[config.mk]
export PLATFORM = sky130hd
export DESIGN_NAME = ram_shift_reg_ctrl
export DESIGN_NICKNAME = d
export VERILOG_FILES = /design/src/rtl/ram_shift_reg_ctrl.sv
export SDC_FILE = /design/constraint.sdc
export NUM_CORES = 1
export LEC_CHECK = 0
export CAP_MARGIN = 10
export CORE_ASPECT_RATIO = 0.6
export CORE_MARGIN = 2
export CORE_UTILIZATION = 48
export DETAILED_ROUTE_END_ITERATION = 16
export GPL_ROUTABILITY_DRIVEN = 0
export PLACE_DENSITY = 0.74
export REMOVE_ABC_BUFFERS = 1
export SLEW_MARGIN = 40
export SYNTH_ARGS = -nofsm -noshare
export SYNTH_HDL_FRONTEND = slang
export SYNTH_SLANG_ARGS = --single-unit
[constraint.sdc]
create_clock -name clk -period 2.3 [get_ports clk]
set_input_delay 0.23 -clock clk [delete_from_list [all_inputs] [get_ports clk]]
set_output_delay 0.23 -clock clk [all_outputs]
set_load 0.01 [all_outputs]
[src/rtl/ram_shift_reg_ctrl.sv]
// ram_shift_reg_ctrl: sequencer for a RAM-based variable-length delay line.
// Runs a 1R1W sync-read RAM as a circular buffer and flags valid output.
module ram_shift_reg_ctrl #(
    parameter int DSIZE   = 1,
    parameter int WDEPTH  = 1024,
    parameter int ASIZE   = $clog2(WDEPTH),
    parameter int DEF_LEN = 4,
    parameter bit CLR_EN  = 1'b1
) (
    input  logic             clk,
    input  logic             Reset,
    input  logic             en,
    input  logic [DSIZE-1:0] din,
    input  logic [ASIZE-1:0] len_i,
    input  logic             len_load,
    output logic             ready,
    output logic             ram_we,
    output logic [ASIZE-1:0] ram_waddr,
    output logic [DSIZE-1:0] ram_wdata,
    output logic             ram_re,
    output logic [ASIZE-1:0] ram_raddr,
    output logic             q_valid,
    output logic [ASIZE-1:0] len_cur
);

    typedef enum logic [1:0] {
        ST_CLEAR,
        ST_FILL,
        ST_RUN
    } state_t;

    localparam logic [ASIZE-1:0] ONE       = ASIZE'(1);
    localparam logic [ASIZE-1:0] LEN_MIN   = ASIZE'(2);
    localparam logic [ASIZE-1:0] LEN_DEF   = ASIZE'(DEF_LEN);
    localparam logic [ASIZE-1:0] ADDR_LAST = ASIZE'(WDEPTH - 1);
    localparam state_t ST_INIT = CLR_EN ? ST_CLEAR : ST_FILL;

    state_t           state;
    state_t           state_nxt;
    logic [ASIZE-1:0] wptr;
    logic [ASIZE-1:0] clr_cnt;
    logic [ASIZE-1:0] fill_cnt;
    logic [ASIZE-1:0] len_q;
    logic [ASIZE-1:0] len_clamped;
    logic             shift;
    logic             fill_last;
    logic             clr_last;
    logic             clearing;

    assign clearing    = (state == ST_CLEAR);
    assign shift       = en && !clearing;
    assign fill_last   = (fill_cnt == len_q - ONE);
    assign clr_last    = (clr_cnt == ADDR_LAST);
    assign len_clamped = (len_i < LEN_MIN) ? LEN_MIN : len_i;
    assign len_cur     = len_q;
    assign ready       = !clearing;

    // State register; reset restarts the clear sweep (or fill if clear is off).
    always_ff @(posedge clk) begin
        if (Reset) begin
            state <= ST_INIT;
        end else begin
            state <= state_nxt;
        end
    end

    // Next state: clear sweep -> fill -> run; a length load re-enters fill.
    always_comb begin
        state_nxt = state;
        unique case (state)
            ST_CLEAR: if (clr_last) state_nxt = ST_FILL;
            ST_FILL:  if (shift && fill_last) state_nxt = ST_RUN;
            ST_RUN:   state_nxt = ST_RUN;
            default:  state_nxt = ST_INIT;
        endcase
        if (len_load && !clearing) begin
            state_nxt = ST_FILL;
        end
    end

    // RAM port drive: zero-fill during clear, one write+read per shift after.
    always_comb begin
        ram_we    = 1'b0;
        ram_waddr = wptr;
        ram_wdata = din;
        ram_re    = 1'b0;
        ram_raddr = wptr - len_q + ONE;
        if (clearing) begin
            ram_we    = 1'b1;
            ram_waddr = clr_cnt;
            ram_wdata = '0;
        end else if (shift) begin
            ram_we = 1'b1;
            ram_re = 1'b1;
        end
    end

    // Pointers, counters, length and valid flag; length load overrides shift.
    always_ff @(posedge clk) begin
        if (Reset) begin
            wptr     <= '0;
            clr_cnt  <= '0;
            fill_cnt <= '0;
            len_q    <= LEN_DEF;
            q_valid  <= 1'b0;
        end else begin
            if (clearing) begin
                clr_cnt <= clr_cnt + ONE;
                q_valid <= 1'b0;
            end
            if (shift) begin
                wptr    <= wptr + ONE;
                q_valid <= (state == ST_RUN) || fill_last;
                if (state == ST_FILL) begin
                    fill_cnt <= fill_cnt + ONE;
                end
            end
            if (len_load) begin
                len_q <= len_clamped;
                if (!clearing) begin
                    fill_cnt <= '0;
                    q_valid  <= 1'b0;
                end
            end
        end
    end

endmodule

==> summary by stage, run 1 <==
Run status
The flow ran to the end, but the final reports show violations. The checks that failed: negative setup slack.

Critical path
The critical path is of the reg2out type. Across all register-to-register paths, the minimum setup slack is -0.12 ns. Along the worst path, the maximum fanout reaches 2. The kind of launch point of the worst setup path is a flop. The worst setup path is captured at a primary output. The worst register-to-register path begins at len_cur[1].

The reg-to-reg endpoint is state[1]. The required time at the endpoint of the critical path is 2.07 ns. For the worst setup path, the data arrival time is 2.40 ns. The worst reg2reg path depth is 13.

STA
The worst clock skew is 0.00331 ns. At the pin with the least slew margin, the transition time is 0.411 ns. The number of failing setup endpoints in the final timing report is 8. The final-layout setup total negative slack is -1.54 ns. The hold violation count in the final report is 0.

The least setup slack across all paths after layout is -0.331 ns. The worst path in the final design needs a cycle of 2.63 ns, including I/O delays and setup. The worst pin sits at a relative slew slack of 0.725.

The final number of max-transition violations is 0. Of the available clock period, the critical path in the final layout requires 1.14. Setup repair after global routing could not meet its margin everywhere. Timing would allow up to 380 MHz.

Cells and area
The utilization after layout is 0.695. The count of fill cells added during filler insertion is 446. In the final layout, the share of cells above drive strength 1 is 0.259. The net count of the finished layout is 458.

The antenna diode count is 0. Compared with the post-synthesis result, the final layout area differs by 40.6%.

Route
The DRC violations left is 0. The detail route stage leaves a number of antenna-violating nets equal to 0. Dividing the detail-routed wire length by the instance count gives 14.5 µm. Wires add up to 7.02 mm.

Across all layers, the routed design uses 2539 vias. After the first detailed-routing iteration, the DRC count stood at 115. The via-per-instance ratio is 5.22.

The first detailed-routing pass took 4 iterations.

Global routing
Summed over all layers, the global routing overflow is 0. The via count of the first global-routing pass was 2461. The initial antenna violation count is 0. The overall fraction of global-route tracks in use is 0.236. Entering global routing, the biggest net connects 22 pins. The first global-routing pass estimated 11.7 mm of wire.

Synth
Sorting the synthesized cells by how often they occur yields nor2_1, dfxtp_1, inv_1. The dominant cell type by area after synthesis is dfxtp_1. The number of enable-type register cells in the synthesized netlist is 0. The dominant register cell in the synthesized netlist is dfxtp_1. After synthesis the netlist holds a flip-flop and latch count of 43. After synthesis the cells add up to 2730 µm². For this run, the number of Yosys warnings is 0.

The share of synthesized area in the top cell type comes to 0.316. The fraction of synthesis flops using an asynchronous set or reset pin is 0. Ranked by total cell area, the synthesized netlist is headed by dfxtp_1, ha_1, xor2_1. The cell count after synthesis is 325. The average instance in the mapped netlist occupies 8.39 µm². For this run, the register share of the synthesized area comes to 0.316. The number of unique standard cell types used by synthesis is 43.

The most used standard cell by instance count after synthesis is nor2_1.

Pwr
The leakage power figure is 1.65 nW. The maximum resistive drop on vdd is 0.240 mV. The power density over the cells is 413 nW/µm².

Clock tree
For the worst-skew pair, the clock arrives at the later sink with an insertion delay of 0.30 ns. The number of H-tree levels is 2. The clock passes through at most 2 buffers. The clock root buffer is clkbuf_8.

TritonCTS built the clock tree. The CTS buffer count is 5. Clock-pin slew was measured on the worst setup and hold paths at 0.08 ns. The total number of clock tree sinks is 43.

Die
The floorplan step defined a die boundary enclosing 6320 µm². The die is 101 µm wide. The total area inside the core boundary comes to 5520 µm². For this configuration, the core starts out at a cell density of 0.494. In this run the core area contains 21 standard-cell rows. The number of top-level pins is 50. The chip height is 62.4 µm.

Hold path
The number of cells on the worst hold path is 2. The min-delay analysis places its worst path in the category reg2reg. For hold timing, the worst endpoint is state[0]. The startpoint identified for the worst hold timing path is state[0].

Placement
The half-perimeter wire length of the detailed placement result is 5.38 mm. The pre-CTS setup slack is -0.638 ns. The count of buffers added on input and output ports is 49.

Run
The tool flagged a number of max-cap violations equal to 0.
==> power by group <==
| group | internal, W | switching (W) | leakage, nW |
|---|---|---|---|
| Sequential | 0.000760 | 0.0000135 | 0.350 |
| Combinational | 0.000189 | 0.000165 | 1.27 |
| Clock | 0.000203 | 0.000255 | 0.0371 |
| Total | 0.00115 | 0.000434 | 1.65 |
==> logic make-up (layout without fill, tap and decap cells) <==
group                    Yosys count  after routing  share of synthesized area
AND/OR/NAND/NOR                  126            126                      0.218
XOR/XNOR                          45             45                      0.150
flip-flops                        43             43                      0.316
AO/OA/AOI/OAI                     35             35                     0.0853
buffers and inverters             34            126                     0.0472
adder cells (fa/ha/maj)           25             25                      0.117
multiplexers                      17             17                     0.0661
==> cell usage in the layout, fill, tap and decap left out, types with 7 or more instances in the layout <==
master           instances
buf_4                   41
buf_2                    7
clkdlybuf4s50_1         41
mux2_2                   8
ha_1                    20
xnor2_1                 14
nand2_1                 24
nand3_1                 17
xor2_1                  24
mux2i_1                  9
inv_1                   19
dfxtp_1                 38
and3_1                   7
nand4_1                  9
nor2_1                  48
==> how the worst max path moves through the flow <==
| stage | from | to | slack [ns] | cells after the start |
|---|---|---|---|---|
| after global placement | wptr[1] | ram_raddr[9] | -0.60 | 14 |
| after detailed placement | wptr[1] | ram_raddr[9] | -0.64 | 14 |
| after CTS | wptr[1] | ram_raddr[9] | -0.35 | 14 |
| final | wptr[1] | ram_raddr[9] | -0.33 | 14 |
| after floorplan | state[0] | state[1] | -0.29 | 9 |
| after global routing | wptr[1] | ram_raddr[9] | -0.49 | 14 |
==> critical path: stages, from the launching register on <==
cell and delay (ns):
dfxtp_2 0.34, inv_2 0.05, ha_4 0.21, inv_2 0.06, ha_4 0.12, inv_2 0.03, fa_2 0.36, inv_2 0.05
a21o_1 0.13, a21oi_2 0.06, o21bai_1 0.18, a21oi_2 0.09, o21ai_1 0.16, xnor2_1 0.12, buf_2 0.14
==> sequential cells by signal, summed over array words and instances (netlist names) <==
signal	count
len_cur	10
clr_cnt	10
wptr	10
fill_cnt	10
q_valid	1
state	2
==> cell type report <==
type	count	area (µm²)	share of cell area
Inverter	25	98.8	0.0258
Sequential cell	43	867	0.226
Timing Repair Buffer	95	822	0.214
Tap cell	69	86.3	0.0225
Clock buffer	6	72.6	0.0189
Multi-Input combinational cell	248	1890	0.492
==> metal layers <==
metal  global-route usage  up-vias  part of all wire
met2                0.350       77              0.42
met3               0.0570       13             0.059
met5                    0        -                 0
met4               0.0608        0             0.015
met1                0.343     1170              0.51
li1                     -     1279                 -
==> what timing repair did <==
action | CTS | global route
hold endpoints to repair | 0 | 0
endpoints found under the setup margin | 10 | 23
gates resized for setup | 63 | 18
buffers inserted | 7 | 2
pin swaps | 19 | 17
hold buffers | 0 | 0
==> stage by stage <==
stage | cells | area [µm²] | total power, W | hold slack, ns
after floorplan | 316 | 2690 | 0.000936 | 0.299
after global placement | 474 | 3570 | 0.00111 | 0.490
after global routing | 486 | 3840 | 0.00166 | 0.518
after detailed placement | 474 | 3570 | 0.00112 | 0.500
final | 486 | 3840 | 0.00159 | 0.505
after CTS | 486 | 3790 | 0.00159 | 0.511
Note: power is estimated with default switching activity, not from simulation.
==> run 2: changes to the inputs <==
--- a/config.mk
+++ b/config.mk
@@ -7,7 +7,6 @@
 export LEC_CHECK = 0
 export CAP_MARGIN = 10
 export CORE_ASPECT_RATIO = 0.6
-export CORE_MARGIN = 2
 export CORE_UTILIZATION = 48
 export DETAILED_ROUTE_END_ITERATION = 16
 export GPL_ROUTABILITY_DRIVEN = 0
==> run 2 against run 1 <==
The flow still finishes with violations (negative setup slack). Die area fell by 5.1%. Count of clock-buffer cells in the layout rose by 1. Register-to-register slack barely moved. Setup slack improved by 0.0058 ns. Global-route usage rose by 2.0 points. First-iteration DRC count rose by 23%. Power rose by 2.1%. Critical endpoint unchanged. Routed wire length rose by 4.0%. Final cell count fell by 0.62%. Clock power rose by 5.9%. Core utilization rose by 3.0 points.
==> summary by stage, run 2 (synthesis results as in run 1) <==
Global routing
The initial antenna violation count is 0 (unchanged). The overall fraction of global-route tracks in use was 0.256 (+0.0205). The first-pass GRT wire length was 11.7 mm (+0.24%). The via count of the first global-routing pass is 2382 (-3.2%). The maximum number of pins on one net before global-route repair is 23 (+4.5%). The aggregate global routing overflow is 0 (unchanged).

Critical path
The setup path with the least slack is of type reg2out. The count of cell instances traversed by the critical path is 13 (-1). The largest fanout of any net on the critical path is 2 (unchanged). The worst setup path is launched from a flop. The largest delay contributor family on the critical path is adder cells.

In this design, the critical path's most frequently occurring cell is inv_2. The required time at the endpoint of the critical path is 2.07 ns (about the same). The worst reg2reg path depth is 12 (-1). The arrival time of data at the critical path endpoint came to 2.40 ns (about the same). The number of buffer and inverter stages on the critical path was 4 (-1).

The largest individual stage delay along the critical path comes from the cell dfxtp_4. The category of the worst setup path capture point is a primary output. The signal on the critical path passes through ha_4 > inv_2 > ha_4 > inv_2 > fa_2 > inv_2 > a21o_1 > a21oi_2 > o21bai_1 > a21oi_2 > o21ai_2 > xnor2_1 > buf_2.

The stage delay of the slowest cell on the critical path is 0.37 ns (about the same).

Pwr
The power density over the cells is 425 nW/µm² (+2.7%). The fraction of power consumed by sequential logic is 0.478 (-0.010). The net switching power came to 0.000455 W (+4.8%).

The portion of total power attributed to combinational logic was 0.222 (about the same). The maximum resistive drop on vdd is 0.354 mV (+48%). The leakage power figure was 1.65 nW (-0.37%). The switching share of power came to 0.281 (+0.00712). The design internal power is 0.00116 W (+1.1%). The clock share of power was 0.300 (+0.011).

Route
The via-per-instance ratio came to 5.37 (+2.8%). The routed length on met1 is 3.79 mm (+6.4%). The post-detailed-route count of antenna-violating nets is 0 (unchanged). The DRC violations left came to 0 (unchanged). The final wirelength is 7.31 mm (+4.0%).

The amount of wire on met3 after detailed routing is 389 µm (-5.6%). The count of vias placed by the detailed router is 2594 (+2.2%). The initial detailed-routing violation count is 141 (+23%).

The number of search-and-repair iterations in the first detailed-routing pass came to 4 (unchanged). The highest layer touched by signal routing is met4. The routed length per placed instance is 15.1 µm (+4.7%). The met2 layer wire length in the routed design came to 3.09 mm (+5.0%).

Placement
The post-placement cell count is 469 (-1.1%). The pre-CTS setup slack was -0.674 ns (-0.0365 ns). The count of buffers inserted at the top-level ports is 49 (unchanged). The half-perimeter wire length of the detailed placement result came to 5.47 mm (+1.6%).

STA
The transition time of the tightest slew-check pin is 0.461 ns (+0.0498 ns). The final number of max-transition violations is 0 (unchanged). The number of failing setup endpoints in the final timing report is 7 (-1). The worst clock skew is 0.00773 ns (+0.00442 ns).

The time the final worst path needs with I/O delays and setup is 2.63 ns (-0.00582 ns). The max-slew headroom at the worst pin came to 0.692 (-0.0335). The highest attainable clock frequency is 381 MHz (+0.22%). The hold violation count in the final report is 0 (unchanged). Setup repair after global routing could not meet its margin everywhere. The least setup slack across all paths after layout came to -0.325 ns (+0.00582 ns). The portion of the clock cycle consumed by the worst path in the final layout is 1.14 (-0.00253).

Cells and area
The antenna diode count was 0 (unchanged). The ratio of cells with drive above 1 in the final layout was 0.252 (-0.00719). The most common cell after layout, fill and taps aside is nor2_1. The area growth from synthesis to layout is 39.8%. The count of placed standard cells in the final layout, fillers left out is 483 (-0.62%).

The top cell types in the final layout, fill and taps aside, are nor2_1, clkdlybuf4s50_1, buf_4. The number of nets in the layout is 456 (-0.44%).

Clock tree
In this run the clock root is driven by a clkbuf_8. The deepest clock path buffer count is 2 (unchanged). The hold buffer count at cts came to 0 (unchanged). TritonCTS built the clock tree. The clock-pin slew reported for the worst setup and hold paths after clock tree synthesis was 0.09 ns (about the same). The clock network latency to the later pin of the worst-skew pair is 0.30 ns (about the same).

The total number of clock tree sinks is 43 (unchanged). The number of H-tree levels is 2 (unchanged). The CTS buffer count was 5 (unchanged).

Die
The die area is 6000 µm² (-5.1%). The number of top-level pins came to 50 (unchanged). The starting utilization of the core area is 0.519 (+0.0247). The count of standard-cell rows is 20 (-4.8%). The core region area is 5260 µm² (-4.8%). The width of the chip is 99.3 µm (-2.0%). The chip height is 60.4 µm (-3.2%).

Run status
The flow ran to the end, but the final reports show violations. The final reports fail on negative setup slack.

Run
The number of violations of the max-capacitance limit was 0 (unchanged).

Hold path
The number of cells on the worst hold path came to 2 (unchanged). The worst hold path class is reg2reg.
==> run 2: final cells by class <==
cell class / count / area, µm²
clock inverter: 1 / 5.00
timing repair buffer: 93 / 803
clock buffer: 7 / 76.3
inverter: 25 / 96.3
sequential: 43 / 871
multi-input combinational: 248 / 1880
fill: 405 / 1440
tap: 66 / 82.6
==> run 2: worst paths after layout <==
check,startpoint,to,slack (ns)
max,len_cur[1],ram_raddr[9],-0.33
max reg2reg,len_cur[1],state[1],-0.11
min,state[0],state[0],0.50
min reg2reg,state[0],state[0],0.50
==> run 2: worst reg2reg max path, delay by kind of cell (launching register included) <==
| kind | cells | cell delay, ns |
|---|---|---|
| DFF | 1 | 0.37 |
| and+or+nand+nor | 1 | 0.05 |
| xor gates and xnor gates | 1 | 0.12 |
| AOI/OAI and AO/OA | 4 | 0.94 |
| adders and majority gates | 1 | 0.15 |
| buffers and inverters | 4 | 0.45 |
| muxes | 1 | 0.18 |
==> run 2: per-layer routing <==
layer  track usage  up-vias
li1              -     1275
met4        0.0588        0
met5             0        -
met3        0.0461        5
met2         0.389       84
met1         0.382     1230
==> run 2: per-stage QoR <==
step / hold WS (ns) / setup TNS, ns / util / area (µm²) / power, W
floorplan: 0.299 / -0.757 / - / 2690 / 0.000936
global placement: 0.490 / -2.55 / 0.676 / 3550 / 0.00111
detailed placement: 0.512 / -2.94 / 0.676 / 3550 / 0.00112
CTS: 0.527 / -1.75 / 0.716 / 3760 / 0.00161
global route: 0.509 / -2.17 / 0.726 / 3810 / 0.00169
finish: 0.497 / -1.39 / 0.726 / 3810 / 0.00162
==> run 2: power by group through the flow <==
stage	Combinational, W	Clock (W)	Sequential [W]
finish	0.000360	0.000485	0.000774
global route	0.000388	0.000525	0.000776
CTS	0.000347	0.000486	0.000773
detailed placement	0.000330	0	0.000790
global placement	0.000323	0	0.000788
floorplan	0.000134	0	0.000802
==> run 2: timing repair <==
action / 4_1_cts / 5_1_grt
setup buffers: 21 / 4
gates resized for setup: 60 / 18
endpoints found under the setup margin: 12 / 20
endpoints found under the hold margin: 0 / 0
pin swaps: 21 / 15
==> run 3: changes to the inputs <==
--- a/config.mk
+++ b/config.mk
@@ -7,10 +7,11 @@
 export LEC_CHECK = 0
 export CAP_MARGIN = 10
 export CORE_ASPECT_RATIO = 0.6
-export CORE_UTILIZATION = 48
+export CORE_UTILIZATION = 40
 export DETAILED_ROUTE_END_ITERATION = 16
 export GPL_ROUTABILITY_DRIVEN = 0
-export PLACE_DENSITY = 0.74
+export GPL_TIMING_DRIVEN = 0
+export PLACE_DENSITY = 0.63
 export REMOVE_ABC_BUFFERS = 1
 export SLEW_MARGIN = 40
 export SYNTH_ARGS = -nofsm -noshare
==> run 3 against run 2 <==
The flow still finishes with violations (negative setup slack). Combinational power decreased by 15%. Count of clock-buffer cells in the layout did not move. Setup slack worse by 0.11 ns. Register-to-register slack lost 0.07 ns. Design area shrank 3.0%. Non-clock buffer count is 27 lower. Clock skew decreased by 0.0040 ns. Final cell count decreased by 1.9%. Sequential power increased by 1%. Die area is 19% higher. Sequential cell count unchanged. Power up 9.9%. Largest cell class unchanged.
==> summary by stage, run 3 (synthesis results as in run 1) <==
Run status
The run finished, with violations left. The checks that failed: negative setup slack.

Critical path
STA classifies the critical path endpoint as a primary output. The most prevalent standard cell on the critical path is inv_2. The worst reg2reg path depth is 11 (-1). Among all stages on the critical path, the largest delay is contributed by dfxtp_2. The required time at the endpoint of the critical path was 2.07 ns (about the same). The number of buffer and inverter stages on the critical path is 5 (+1). The arrival time of data at the critical path endpoint is 2.50 ns (+0.10 ns). The kind of launch point of the worst setup path is a flop. The critical setup path kind is reg2out. The largest delay contributor family on the critical path is compound AO/OA/AOI/OAI gates.

The largest fanout of any net on the critical path came to 3 (+1). The count of cell instances traversed by the critical path is 14 (+1). The stage delay of the slowest cell on the critical path is 0.35 ns (-0.02 ns). The signal on the critical path passes through inv_2 > ha_4 > inv_2 > ha_4 > inv_2 > fa_2 > inv_2 > a21o_1 > a21oi_2 > o21bai_1 > a21oi_2 > o21ai_2 > xnor2_1 > buf_2.

Die
The core region area came to 6330 µm² (+20%). The chip height came to 66.0 µm (+9.2%). The starting utilization of the core area came to 0.431 (-0.0882). The width of the chip was 109 µm (+9.3%). The number of top-level pins is 50 (unchanged). The die area came to 7160 µm² (+19%). The count of standard-cell rows is 22 (+10%).

Run
The number of violations of the max-capacitance limit came to 0 (unchanged).

Clock tree
The clock network latency to the later pin of the worst-skew pair is 0.28 ns (-0.02 ns). The clock tree from TritonCTS is yes. The CTS buffer count came to 5 (unchanged). The clock-pin slew reported for the worst setup and hold paths after clock tree synthesis is 0.06 ns (-0.03 ns).

The number of H-tree levels is 2 (unchanged). The total number of clock tree sinks is 43 (unchanged). The clock root buffer is clkbuf_16. The deepest clock path buffer count came to 2 (unchanged).

STA
The number of failing setup endpoints in the final timing report is 8 (+1). The final number of max-transition violations was 0 (unchanged). The least setup slack across all paths after layout is -0.432 ns (-0.107 ns). The final-layout setup total negative slack is -2.08 ns (-0.682 ns). Setup repair after global routing could not meet its margin everywhere. The hold violation count in the final report is 0 (unchanged).

The portion of the clock cycle consumed by the worst path in the final layout was 1.19 (+0.0466). The max-slew headroom at the worst pin was 0.482 (-0.210). The time the final worst path needs with I/O delays and setup is 2.73 ns (+0.107 ns). The highest attainable clock frequency is 366 MHz (-3.9%).

The transition time of the tightest slew-check pin came to 0.775 ns (+0.314 ns). The worst clock skew came to 0.00378 ns (-0.00395 ns).

Placement
The count of buffers inserted at the top-level ports is 49 (unchanged). The half-perimeter wire length of the detailed placement result is 5.10 mm (-6.7%). The pre-CTS setup slack is -0.949 ns (-0.275 ns).

The placed cell area was 3290 µm² (-7.5%).

Hold path
The number of cells on the worst hold path is 2 (unchanged). The worst hold path class is in2reg.

Route
The DRC violations left is 0 (unchanged). The count of vias placed by the detailed router is 2442 (-5.9%). The amount of wire on met3 after detailed routing is 375 µm (-3.6%). The routed length on met1 is 3.84 mm (+1.2%). The final wirelength is 7.32 mm (+0.12%). The number of search-and-repair iterations in the first detailed-routing pass came to 4 (unchanged). The initial detailed-routing violation count was 112 (-21%). The routed length per placed instance was 15.4 µm (+2.0%). The via-per-instance ratio was 5.15 (-4.1%). The post-detailed-route count of antenna-violating nets is 0 (unchanged).

The highest metal layer with signal wires is met4. The met2 layer wire length in the routed design is 2.99 mm (-3.5%).

Global routing
The first-pass GRT wire length was 12.4 mm (+5.3%). The overall fraction of global-route tracks in use is 0.226 (-0.0300). The initial antenna violation count was 0 (unchanged). The maximum number of pins on one net before global-route repair is 33 (+43%). The aggregate global routing overflow is 0 (unchanged). The via count of the first global-routing pass is 2495 (+4.7%).

Pwr
The maximum resistive drop on vdd is 0.285 mV (-20%). The overall power of the completed layout is 0.00178 W (+9.9%). The power density over the cells is 481 nW/µm² (+13%). The leakage power figure is 1.53 nW (-7.0%).

Cells and area
The area growth from synthesis to layout is 35.6%. The count of fill cells added during filler insertion is 595 (+47%). The utilization after layout is 0.584 (-0.142). The number of nets in the layout is 429 (-5.9%). The most common cell after layout, fill and taps aside is nor2_1. The post-route standard cell area excluding fillers came to 3700 µm² (-3.0%).

The area taken by multi-input logic gates was 1900 µm² (+1.0%). The antenna diode count was 0 (unchanged). The register area came to 880 µm² (+1.0%). Leaving out fill and tap cells, the most frequent cells in the layout are nor2_1, clkdlybuf4s50_1, dfxtp_1.

The ratio of cells with drive above 1 in the final layout was 0.208 (-0.0441).
## run 3: final cells by class
| class | count | share of cell area |
|---|---|---|
| inverters | 25 | 0.0254 |
| flip-flops and latches | 43 | 0.238 |
| well taps | 84 | 0.0284 |
| repair buffers | 66 | 0.158 |
| clock buffers | 7 | 0.0359 |
| multi-input cells | 248 | 0.513 |
| clock inverters | 1 | 0.00135 |
## run 3: repair_timing
action | CTS | global route
hold buffers | 0 | 0
gates resized for setup | 69 | 8
setup endpoints to repair | 28 | 10
buffers inserted | 13 | 4
pin swaps | 16 | 10
## run 3: path summary, 6_finish.rpt
kind                  endpoint  slack (ns)       start
setup / recovery  ram_raddr[9]       -0.43     wptr[1]
hold / removal      clr_cnt[1]        0.46       Reset
setup reg to reg      state[1]       -0.18  len_cur[1]
hold reg to reg       state[0]        0.50    state[0]
## run 3: through the flow
step                      std cells  hold slack (ns)
final                           474            0.460
after global routing            474            0.484
after CTS                       470            0.471
after detailed placement        449            0.493
after global placement          449            0.480
after floorplan                 316            0.299
## run 3: per-layer routing
metal	track usage	vias to the layer above
met5	0	-
met4	0.0693	0
met3	0.0463	11
met2	0.347	60
met1	0.317	1144
li1	-	1227
## run 3: worst reg2reg max path, stage by stage (launching register included)
cell	delay (ns)
dfxtp_4	0.37
buf_4	0.14
inv_1	0.05
ha_2	0.21
o21ba_1	0.19
a221o_1	0.35
a211oi_2	0.28
o21ai_2	0.10
a222oi_1	0.22
buf_4	0.18
mux2i_1	0.20
nor2_1	0.05
## run 3: power by group
group	switching, W	internal, W	total [W]
combinational	0.000149	0.000158	0.000307
clock	0.000288	0.000402	0.000690
sequential	0.0000246	0.000758	0.000783
